File: src/rtl/control_unit_pipe_pkg.sv
// ctrl_pkg: shared definitions for the registered RV32I control decode.
// Contents: opcode constants, ALU operation codes, operand-B select
// encodings, the stage FSM state type, the control bundle struct and
// the R/I-type funct3 -> ALU operation helper.
package ctrl_pkg;

  localparam logic [6:0] OP_R      = 7'b0110011;
  localparam logic [6:0] OP_IMM    = 7'b0010011;
  localparam logic [6:0] OP_LOAD   = 7'b0000011;
  localparam logic [6:0] OP_STORE  = 7'b0100011;
  localparam logic [6:0] OP_BRANCH = 7'b1100011;
  localparam logic [6:0] OP_JAL    = 7'b1101111;
  localparam logic [6:0] OP_JALR   = 7'b1100111;
  localparam logic [6:0] OP_LUI    = 7'b0110111;
  localparam logic [6:0] OP_AUIPC  = 7'b0010111;

  localparam logic [6:0] F7_BASE = 7'b0000000;
  localparam logic [6:0] F7_ALT  = 7'b0100000;
  localparam logic [6:0] F7_MDU  = 7'b0000001;

  // ALU codes are kept 8 bits wide here and narrowed to ALUOP_W by the
  // decoder. M-ops use ALU_MUL_BASE + funct3, so they need ALUOP_W >= 5.
  localparam logic [7:0] ALU_ADD      = 8'd0;
  localparam logic [7:0] ALU_SUB      = 8'd1;
  localparam logic [7:0] ALU_SLL      = 8'd2;
  localparam logic [7:0] ALU_SLT      = 8'd3;
  localparam logic [7:0] ALU_SLTU     = 8'd4;
  localparam logic [7:0] ALU_XOR      = 8'd5;
  localparam logic [7:0] ALU_SRL      = 8'd6;
  localparam logic [7:0] ALU_SRA      = 8'd7;
  localparam logic [7:0] ALU_OR       = 8'd8;
  localparam logic [7:0] ALU_AND      = 8'd9;
  localparam logic [7:0] ALU_PASSB    = 8'd10;
  localparam logic [7:0] ALU_MUL_BASE = 8'd16;

  localparam logic [1:0] SRC_REG = 2'b00;
  localparam logic [1:0] SRC_IMM = 2'b01;
  localparam logic [1:0] SRC_PC  = 2'b10;

  typedef enum logic {
    ST_IDLE,
    ST_MDU_BUSY
  } state_t;

  typedef struct packed {
    logic       reg_write;
    logic       mem_to_reg;
    logic       mem_read;
    logic       mem_write;
    logic       rw_sel;
    logic       branch;
    logic       jump;
    logic [1:0] alu_src;
  } ctrl_t;

  // alt selects SUB for funct3=000 and SRA for funct3=101.
  function automatic logic [7:0] alu_from_funct3(input logic [2:0] f3,
                                                 input logic       alt);
    logic [7:0] code;
    code = ALU_AND;
    case (f3)
      3'b000:  code = alt ? ALU_SUB : ALU_ADD;
      3'b001:  code = ALU_SLL;
      3'b010:  code = ALU_SLT;
      3'b011:  code = ALU_SLTU;
      3'b100:  code = ALU_XOR;
      3'b101:  code = alt ? ALU_SRA : ALU_SRL;
      3'b110:  code = ALU_OR;
      default: code = ALU_AND;
    endcase
    return code;
  endfunction

endpackage

File: src/rtl/control_unit_pipe_decode.sv
// control_decode: purely combinational RV32I control decode.
// Ports:
//   opcode, funct3, funct7 : instruction fields
//   ctrl                   : control bundle (write/mem/branch/jump/src bits)
//   alu_op                 : ALU operation, ALUOP_W bits
//   is_mdu                 : instruction is an M-extension op
//   illegal                : fields do not form a decoded instruction
module control_decode
  import ctrl_pkg::*;
#(
  parameter int ALUOP_W = 4,
  parameter int MDU_EN  = 1
) (
  input  logic [6:0]         opcode,
  input  logic [2:0]         funct3,
  input  logic [6:0]         funct7,
  output ctrl_t              ctrl,
  output logic [ALUOP_W-1:0] alu_op,
  output logic               is_mdu,
  output logic               illegal
);

  logic [7:0] alu_code;

  // NOTE: every output of a combinational block gets a default before the
  // case statement; a path that skips an assignment would infer a latch.
  always_comb begin
    ctrl     = '0;
    alu_code = ALU_ADD;
    is_mdu   = 1'b0;
    illegal  = 1'b0;
    case (opcode)
      OP_R: begin
        // Only the base encodings and the SUB/SRA alternates are legal.
        if (funct7 == F7_BASE ||
            (funct7 == F7_ALT && (funct3 == 3'b000 || funct3 == 3'b101))) begin
          ctrl.reg_write = 1'b1;
          ctrl.alu_src   = SRC_REG;
          alu_code       = alu_from_funct3(funct3, funct7[5]);
        end else if (MDU_EN != 0 && funct7 == F7_MDU) begin
          ctrl.reg_write = 1'b1;
          is_mdu         = 1'b1;
          alu_code       = ALU_MUL_BASE + {5'b0, funct3};
        end else begin
          illegal = 1'b1;
        end
      end
      OP_IMM: begin
        ctrl.reg_write = 1'b1;
        ctrl.alu_src   = SRC_IMM;
        // There is no SUBI: funct7[5] only distinguishes SRAI from SRLI.
        alu_code = alu_from_funct3(funct3, (funct3 == 3'b101) && funct7[5]);
      end
      OP_LOAD: begin
        ctrl.reg_write  = 1'b1;
        ctrl.mem_read   = 1'b1;
        ctrl.mem_to_reg = 1'b1;
        ctrl.alu_src    = SRC_IMM;
      end
      OP_STORE: begin
        ctrl.mem_write = 1'b1;
        ctrl.alu_src   = SRC_IMM;
      end
      OP_BRANCH: begin
        ctrl.branch  = 1'b1;
        ctrl.alu_src = SRC_REG;
        alu_code     = ALU_SUB;
      end
      OP_JAL: begin
        ctrl.jump      = 1'b1;
        ctrl.reg_write = 1'b1;
        ctrl.rw_sel    = 1'b1;
        ctrl.alu_src   = SRC_PC;
      end
      OP_JALR: begin
        if (funct3 == 3'b000) begin
          ctrl.jump      = 1'b1;
          ctrl.reg_write = 1'b1;
          ctrl.rw_sel    = 1'b1;
          ctrl.alu_src   = SRC_IMM;
        end else begin
          illegal = 1'b1;
        end
      end
      OP_LUI: begin
        ctrl.reg_write = 1'b1;
        ctrl.alu_src   = SRC_IMM;
        alu_code       = ALU_PASSB;
      end
      OP_AUIPC: begin
        ctrl.reg_write = 1'b1;
        ctrl.alu_src   = SRC_PC;
      end
      default: illegal = 1'b1;
    endcase
  end

  assign alu_op = ALUOP_W'(alu_code);

endmodule

File: src/rtl/control_unit_pipe.sv
// control_unit_pipe: registered, valid/ready control decode stage between
// IF/ID and execute, with flush and an M-extension busy sequencer.
// Ports:
//   clk, rst             : clock, asynchronous active-low reset
//   in_valid / in_ready  : upstream handshake (instruction fields)
//   opcode/funct3/funct7 : instruction fields
//   flush                : drop the held bundle and abort any MDU busy period
//   out_valid / out_ready: downstream handshake (control bundle)
//   RegWrite..Jump       : control bits
//   ALUOp, ALUSrc        : ALU operation and operand-B select
//   mdu_op, illegal      : M-extension op flag, undecodable instruction flag
module control_unit_pipe
  import ctrl_pkg::*;
#(
  parameter int ALUOP_W = 4,
  parameter int MDU_EN  = 1,
  parameter int MDU_LAT = 8
) (
  input  logic               clk,
  input  logic               rst,
  input  logic               in_valid,
  output logic               in_ready,
  input  logic [6:0]         opcode,
  input  logic [2:0]         funct3,
  input  logic [6:0]         funct7,
  input  logic               flush,
  output logic               out_valid,
  input  logic               out_ready,
  output logic               RegWrite,
  output logic               MemToReg,
  output logic               MemRead,
  output logic               MemWrite,
  output logic               RWsel,
  output logic               Branch,
  output logic               Jump,
  output logic [ALUOP_W-1:0] ALUOp,
  output logic [1:0]         ALUSrc,
  output logic               mdu_op,
  output logic               illegal
);

  ctrl_t              dec_ctrl, ctrl_q;
  logic [ALUOP_W-1:0] dec_alu, alu_q;
  logic               dec_mdu, dec_ill, mdu_q, ill_q;
  state_t             state, state_next;
  logic [7:0]         cnt, cnt_next;
  logic               accept;

  control_decode #(
    .ALUOP_W (ALUOP_W),
    .MDU_EN  (MDU_EN)
  ) u_decode (
    .opcode  (opcode),
    .funct3  (funct3),
    .funct7  (funct7),
    .ctrl    (dec_ctrl),
    .alu_op  (dec_alu),
    .is_mdu  (dec_mdu),
    .illegal (dec_ill)
  );

  // Depends only on registered state and out_ready, never on in_valid.
  assign in_ready = (state == ST_IDLE) && (!out_valid || out_ready);
  assign accept   = in_valid && in_ready;

  // NOTE: sequential state is written with non-blocking assignments so all
  // registers update together from the values sampled at the clock edge.
  always_ff @(posedge clk or negedge rst) begin
    if (!rst) begin
      out_valid <= 1'b0;
      ctrl_q    <= '0;
      alu_q     <= '0;
      mdu_q     <= 1'b0;
      ill_q     <= 1'b0;
    end else if (flush) begin
      // A same-cycle accept is dropped along with the held bundle.
      out_valid <= 1'b0;
    end else if (accept) begin
      out_valid <= 1'b1;
      ctrl_q    <= dec_ctrl;
      alu_q     <= dec_alu;
      mdu_q     <= dec_mdu;
      ill_q     <= dec_ill;
    end else if (out_ready) begin
      out_valid <= 1'b0;
    end
    // Otherwise out_valid & !out_ready: the whole bundle holds.
  end

  // The busy period starts at the M-op accept; cnt counts MDU_LAT down and
  // the stage returns to IDLE on the edge after cnt reads 1, so in_ready is
  // low for exactly MDU_LAT cycles.
  always_comb begin
    state_next = state;
    cnt_next   = cnt;
    if (flush) begin
      state_next = ST_IDLE;
      cnt_next   = 8'd0;
    end else begin
      case (state)
        ST_IDLE: begin
          if (accept && dec_mdu) begin
            state_next = ST_MDU_BUSY;
            cnt_next   = 8'(MDU_LAT);
          end
        end
        ST_MDU_BUSY: begin
          if (cnt <= 8'd1) begin
            state_next = ST_IDLE;
            cnt_next   = 8'd0;
          end else begin
            cnt_next = cnt - 8'd1;
          end
        end
        default: begin
          state_next = ST_IDLE;
          cnt_next   = 8'd0;
        end
      endcase
    end
  end

  always_ff @(posedge clk or negedge rst) begin
    if (!rst) begin
      state <= ST_IDLE;
      cnt   <= 8'd0;
    end else begin
      state <= state_next;
      cnt   <= cnt_next;
    end
  end

  assign RegWrite = ctrl_q.reg_write;
  assign MemToReg = ctrl_q.mem_to_reg;
  assign MemRead  = ctrl_q.mem_read;
  assign MemWrite = ctrl_q.mem_write;
  assign RWsel    = ctrl_q.rw_sel;
  assign Branch   = ctrl_q.branch;
  assign Jump     = ctrl_q.jump;
  assign ALUSrc   = ctrl_q.alu_src;
  assign ALUOp    = alu_q;
  assign mdu_op   = mdu_q;
  assign illegal  = ill_q;

endmodule

File: config.mk
export PLATFORM = sky130hd
export DESIGN_NAME = control_unit_pipe
export DESIGN_NICKNAME = d
export VERILOG_FILES = /design/src/rtl/control_unit_pipe_pkg.sv /design/src/rtl/control_unit_pipe_decode.sv /design/src/rtl/control_unit_pipe.sv
export SDC_FILE = /design/constraint.sdc
export NUM_CORES = 1
export LEC_CHECK = 0
export CAP_MARGIN = 15
export CORE_MARGIN = 4
export CORE_UTILIZATION = 54
export DETAILED_ROUTE_END_ITERATION = 10
export DONT_BUFFER_PORTS = 1
export MAX_ROUTING_LAYER = met4
export PLACE_DENSITY = 0.72
export SYNTH_ARGS = -nofsm -noshare
export SYNTH_HDL_FRONTEND = slang
export SYNTH_HIERARCHICAL = 1
export SYNTH_SLANG_ARGS = --single-unit
File: constraint.sdc
create_clock -name clk -period 1.6 [get_ports clk]
set_clock_uncertainty 0.1 [all_clocks]
set_input_delay 0.32 -clock clk [delete_from_list [all_inputs] [get_ports clk]]
set_output_delay 0.32 -clock clk [all_outputs]
set_load 0.005 [all_outputs]
# == Word level (Yosys, flattened, before mapping) ==
# Cells that the tools add are included.
# totals
regBits,25
input_bits,22
output_inout_bits,17
word_cells,91
# classes
n_addsub,2
order_cmp,1
eq_ne,18
mux,37
n_bitwise,2
n_reduce_logical,17
# op_table
op,count
4-bit case mux with 7 select lines,2
"7-bit by 6-bit equality test with 1-bit output, second input constant",4
8-bit 2-to-1 mux,3
"7-bit equality test, second input constant",3
1-bit 2-to-1 mux,20
4-bit case mux with 4 select lines,1
8-bit case mux with 2 select lines,1
"7-bit by 5-bit equality test with 1-bit output, second input constant",2
"3-bit equality test, second input constant",3
"8-bit by 1-bit <= comparator with 1-bit output, second input constant",1
4-bit 2-to-1 mux,2
"8-bit by 1-bit subtractor with 8-bit output, second input constant",1
"7-bit by 1-bit equality test with 1-bit output, second input constant",1
"7-bit by 2-bit equality test with 1-bit output, second input constant",1
7-bit zero test,1
7-bit OR reduction,1
"3-bit by 2-bit equality test with 1-bit output, second input constant",2
1-bit case mux with 2 select lines,3
1-bit case mux with 3 select lines,2
2-bit case mux with 3 select lines,1
1-bit logical AND,5
5-bit OR reduction,1
"1-bit by 3-bit adder with 4-bit output, first input constant",1
4-bit OR reduction,1
11 further kinds,14

# == Depth between registers and ports, before layout ==
# logic_depth
depth_word,10
ltp_mapped,8

# == Hierarchy ==
# The synthesis kept the hierarchy.
# modules_own_cells
mod,instances,cells_per_inst,area_per_inst_um2,seq_area_each_um2
control_unit_pipe,1,88,1124.8,625.6
control_decode,1,85,504.2,0.0

# == Worst setup path after synthesis ==
# OpenSTA, ideal clock, no wires.
# synth_path
path_type,in2reg
from,input opcode[2]
to,register cnt[5]
arrival_time_ns,1.942
required_time_ns,1.382
path_slack_ns,-0.560
path_stages,8
path_cell_list,buf_2 -> and4bb_4 -> nand2_1 -> and4b_1 -> clkbuf_1 -> a311oi_2 -> o21bai_1 -> a21o_1
# synth_via
elab_chain_cells,4
# synth_rtl
element,line_no,text
"start, declared",control_unit_pipe.sv:23,"input logic [6:0] opcode,"
7-bit by 6-bit equality test with 1-bit output,control_unit_pipe_decode.sv:32,case (opcode)
1-bit 2-to-1 mux,control_unit_pipe_decode.sv:32,
named net dec_mdu,control_unit_pipe.sv:44,"logic dec_mdu, dec_ill, mdu_q, ill_q;"
1-bit logical AND,control_unit_pipe.sv:102,if (accept && dec_mdu) begin
3-bit by 2-bit != test with 1-bit output (no line),n/a,
"end signal, assigned",control_unit_pipe.sv:129,cnt <= cnt_next;
"end, declared",control_unit_pipe.sv:46,"logic [7:0] cnt, cnt_next;"
# The timed path passes the listed nets, and every way through them passes these cells.
# A chain may end at the register's enable or synchronous reset.

# == Worst setup path in the final report ==
# layout_path
from,register cnt[0]
to,register cnt[4]
# layout_via
elab_chain_cells,4
word_cells_on_any_way,5
# layout_rtl
element,line_no,text
8-bit by 1-bit subtractor with 8-bit output / 8-bit by 1-bit <= comparator with 1-bit output (equally long branches),"control_unit_pipe.sv:112, control_unit_pipe.sv:108",
8-bit 2-to-1 mux *,control_unit_pipe.sv:108,if (cnt <= 8'd1) begin
8-bit case mux with 2 select lines *,control_unit_pipe.sv:100,case (state)
8-bit 2-to-1 mux *,control_unit_pipe.sv:96,if (flush) begin
# Every way passes the cells marked *; elsewhere a longest branch is shown, timed or not.

==> flow_metrics.py <==
metrics = {
    "yosys": {
        "yosysTopAreaCellShare": 0.384,
        "synth-seq-cells": 25,
        "yosysMostFrequentCell": "dfrtp_1",
        "ys_types": 50,
        "ys_warn_count": 6,
        "synthAdderAreaFrac": 0.0154,
        "ys_seq_area_frac": 0.384,
        "synth-simple-area-share": 0.231,
        "avgSynthCellArea_um2": 9.42,
        "syn_inst": 173,
        "synth.area.top_cells": "dfrtp_1 (38%), mux2_2 (9.7%), nand2_1 (5.1%)",
        "synthFlopType": "dfrtp_1",
        "synth_compound_area_frac": 0.189,
        "synth_xor_area_frac": 0.0269,
        "synth_top_family_by_area": "simple AND/OR/NAND/NOR gates",
        "yosys-top-cells-count": "dfrtp_1 (25), nand2_1 (22), mux2_2 (14), nand3_1 (9), nor2_1 (9)",
        "synthArstFlopShare": 1.00,
        "synth_edf_count": 0,
        "yosys.area.top_type": "dfrtp_1",
        "synthMuxAreaShare": 0.0968,
        "synthesis.area_mm2": 0.00163,
        "synth_nets": 197,
    },
    "clocking": {
        "clock_sinks": 25,
        "root_buffer": "clkbuf_4",
        "clk_path_buf_depth": 2,
        "cts_htree_levels": 1,
        "cts_buffers": 3,
        "insertion_delay_ps": 310,
        "cts_tree": "built",
        "clk_pin_slew_ps": 130,
    },
    "sta": {
        "worst_pin_slew_ps": 458,
        "max_slew_margin": 0.695,
        "timing.final.ws_setup_ps": -167,
        "min_period_ps": 1770,
        "max_freq_mhz": 566,
        "setup_tns_ps": -1020,
        "slew_viol_final": 0,
        "hold_viol": 0,
        "setup_viol": 9,
        "rsz0062_at_grt": "true",
        "period_share": 1.10,
    },
    "setup_path": {
        "path_cells": "ha_2 -> nor2_4 -> o31ai_4 -> buf_4 -> or3_2 -> o211ai_1",
        "worstSetupEndpoint": "cnt[4]",
        "worstReg2RegStart": "cnt[0]",
        "crit_start": "cnt[0]",
        "end_kind": "flip-flop",
        "r2r_slack_ps": -170,
        "worst_setup_path_start_kind": "flip-flop",
        "path_max_fanout": 4,
        "path_class": "flip-flop to flip-flop",
        "ff2ff_path_depth": 6,
        "cp_slowest_cell": "dfrtp_1",
        "crit_arrival_ps": 1910,
        "critical_path.max_stage_delay_ps": 440,
        "worstPathRequired_ps": 1740,
        "reg2reg_to": "cnt[4]",
    },
    "routing": {
        "ant_nets": 0,
        "drtIter0Drc": 175,
        "vias": 1449,
        "avgViaCountPerCell": 6.19,
        "wl_um": 4180,
        "first_pass_iters": 5,
        "avgRoutedWirePerCell_um": 17.9,
        "drcViolationCount": 0,
    },
    "status": {
        "outcome": "finished with violations",
        "violations": "setup timing",
    },
    "power_and_ir_drop": {
        "vdd.ir_drop.worst_uv": 458,
        "p_sw_frac": 0.243,
        "p_seq_frac": 0.605,
        "leakage_nw": 0.958,
        "fin_total_pwr_mw": 1.07,
        "pwr-share-clk": 0.257,
        "power_density_mw_per_mm2": 522,
        "combPwrFrac": 0.137,
        "p_sw_uw": 260,
        "power.internal_uw": 811,
    },
    "global_routing": {
        "antenna_found_initial": 0,
        "overflow": 0,
        "grt_first_pass_wirelength_um": 7020,
        "grt_usage": 0.222,
        "grt_start_max_net_pins": 26,
        "grt_pass1_vias": 1489,
    },
    "flow_run": {
        "drv_cap": 0,
    },
    "floorplanning": {
        "io_pins": 39,
        "core_area_mm2": 0.00283,
        "rows": 19,
        "die_width_um": 62.9,
        "start_util": 0.576,
        "die-height_um": 62.9,
        "design.die.area_mm2": 0.00396,
    },
    "placement": {
        "place_hpwl_um": 3020,
        "place_congestion": 0.893,
        "portBuffers": 0,
    },
    "hold_path": {
        "hp-class": "primary input to flip-flop",
    },
    "cells_and_area": {
        "finalNetCount": 228,
        "synthToLayoutAreaGrowth_pct": 25.8,
        "layout-drive-gt1-share": 0.429,
        "n_antenna_cell": 0,
    },
}
flip-flops by register name, indices dropped and copies added, names as in the netlist:
name / count
Branch: 1
RegWrite: 1
illegal: 1
out_valid: 1
MemToReg: 1
MemWrite: 1
state: 1
ALUOp: 4
RWsel: 1
mdu_op: 1
Jump: 1
cnt: 8
ALUSrc: 2
MemRead: 1
worst min path at each step:
stage / start / end / slack [ps] / cells past startpoint
2_1_floorplan: rst / ALUOp[0] / -80 / 0
3_3_place_gp: rst / cnt[1] / -80 / 0
3_5_place_dp: rst / cnt[0] / -80 / 0
4_1_cts: flush / out_valid / 4 / 1
5_1_grt: flush / cnt[7] / 110 / 2
6_report: flush / cnt[7] / 150 / 2
placed cells by master, fill, tap and decap left out, types with 3 or more instances in the layout:
| cell | instances |
|---|---|
| a21oi_1 | 5 |
| buf_4 | 34 |
| clkbuf_4 | 3 |
| dfrtp_1 | 25 |
| inv_1 | 5 |
| mux2_2 | 13 |
| nand2_1 | 18 |
| nand2_2 | 4 |
| nand3_1 | 8 |
| nor2_1 | 6 |
| nor2_4 | 3 |
| nor2b_1 | 3 |
| nor3_1 | 7 |
| o211ai_1 | 3 |
| o21ai_0 | 5 |
| o21ai_1 | 3 |
| o22ai_1 | 3 |
| or3_4 | 3 |
| xnor2_1 | 4 |
worst max-delay path: cells and delay by family, from the launching register on:
family	cells	cell delay, ps
flip-flops	1	440
adder cells (fa/ha/maj)	1	220
AO/OA/AOI/OAI	2	210
AND/OR/NAND/NOR	2	560
buffers and inverters	1	170
through the flow:
stage	util	hold WS, ps	setup WS (ps)	instances	instance area, um2
after global placement	0.644	-75.0	-379	218	1820
final	0.724	146	-167	234	2050
after detailed placement	0.644	-75.0	-434	218	1820
after CTS	0.694	3.57	-136	228	1960
after floorplan	-	-75.6	-324	173	1680
after global routing	0.724	115	-228	234	2050
power by group through the flow:
stage	Combinational (mW)	Sequential [mW]	Clock, mW
floorplan	0.112	0.658	0
global placement	0.113	0.660	0
detailed placement	0.116	0.661	0
CTS	0.141	0.649	0.286
global route	0.162	0.650	0.331
finish	0.147	0.648	0.275
what timing repair did:
item | in CTS | in global routing
pin swaps | 13 | 12
setup endpoints to repair | 11 | 17
hold buffers | 2 | 1
hold endpoints to repair | 25 | 1
resized for setup | 16 | 11
buffers inserted | 4 | 6
metal layers:
metal | global-route usage | part of all wire
met1 | 0.246 | 0.39
met2 | 0.397 | 0.55
met3 | 0.0396 | 0.043
met4 | 0.0799 | 0.012
met5 | - | 0
logic make-up after synthesis:
kind of cell	after synthesis
AO/OA/AOI/OAI	38
XOR/XNOR	5
adder cells (fa/ha/maj)	2
buffers and inverters	20
flip-flops	25
multiplexers	14
AND/OR/NAND/NOR	69
layout make-up:
| cell class | instances | area, um2 |
|---|---|---|
| well taps | 31 | 38.8 |
| multi-input cells | 128 | 1010 |
| repair buffers | 39 | 318 |
| flip-flops and latches | 25 | 626 |
| fillers | 210 | 779 |
| clock buffers | 4 | 26.3 |
| inverters | 7 | 26.3 |
Note: power is estimated with default switching activity, not from simulation.
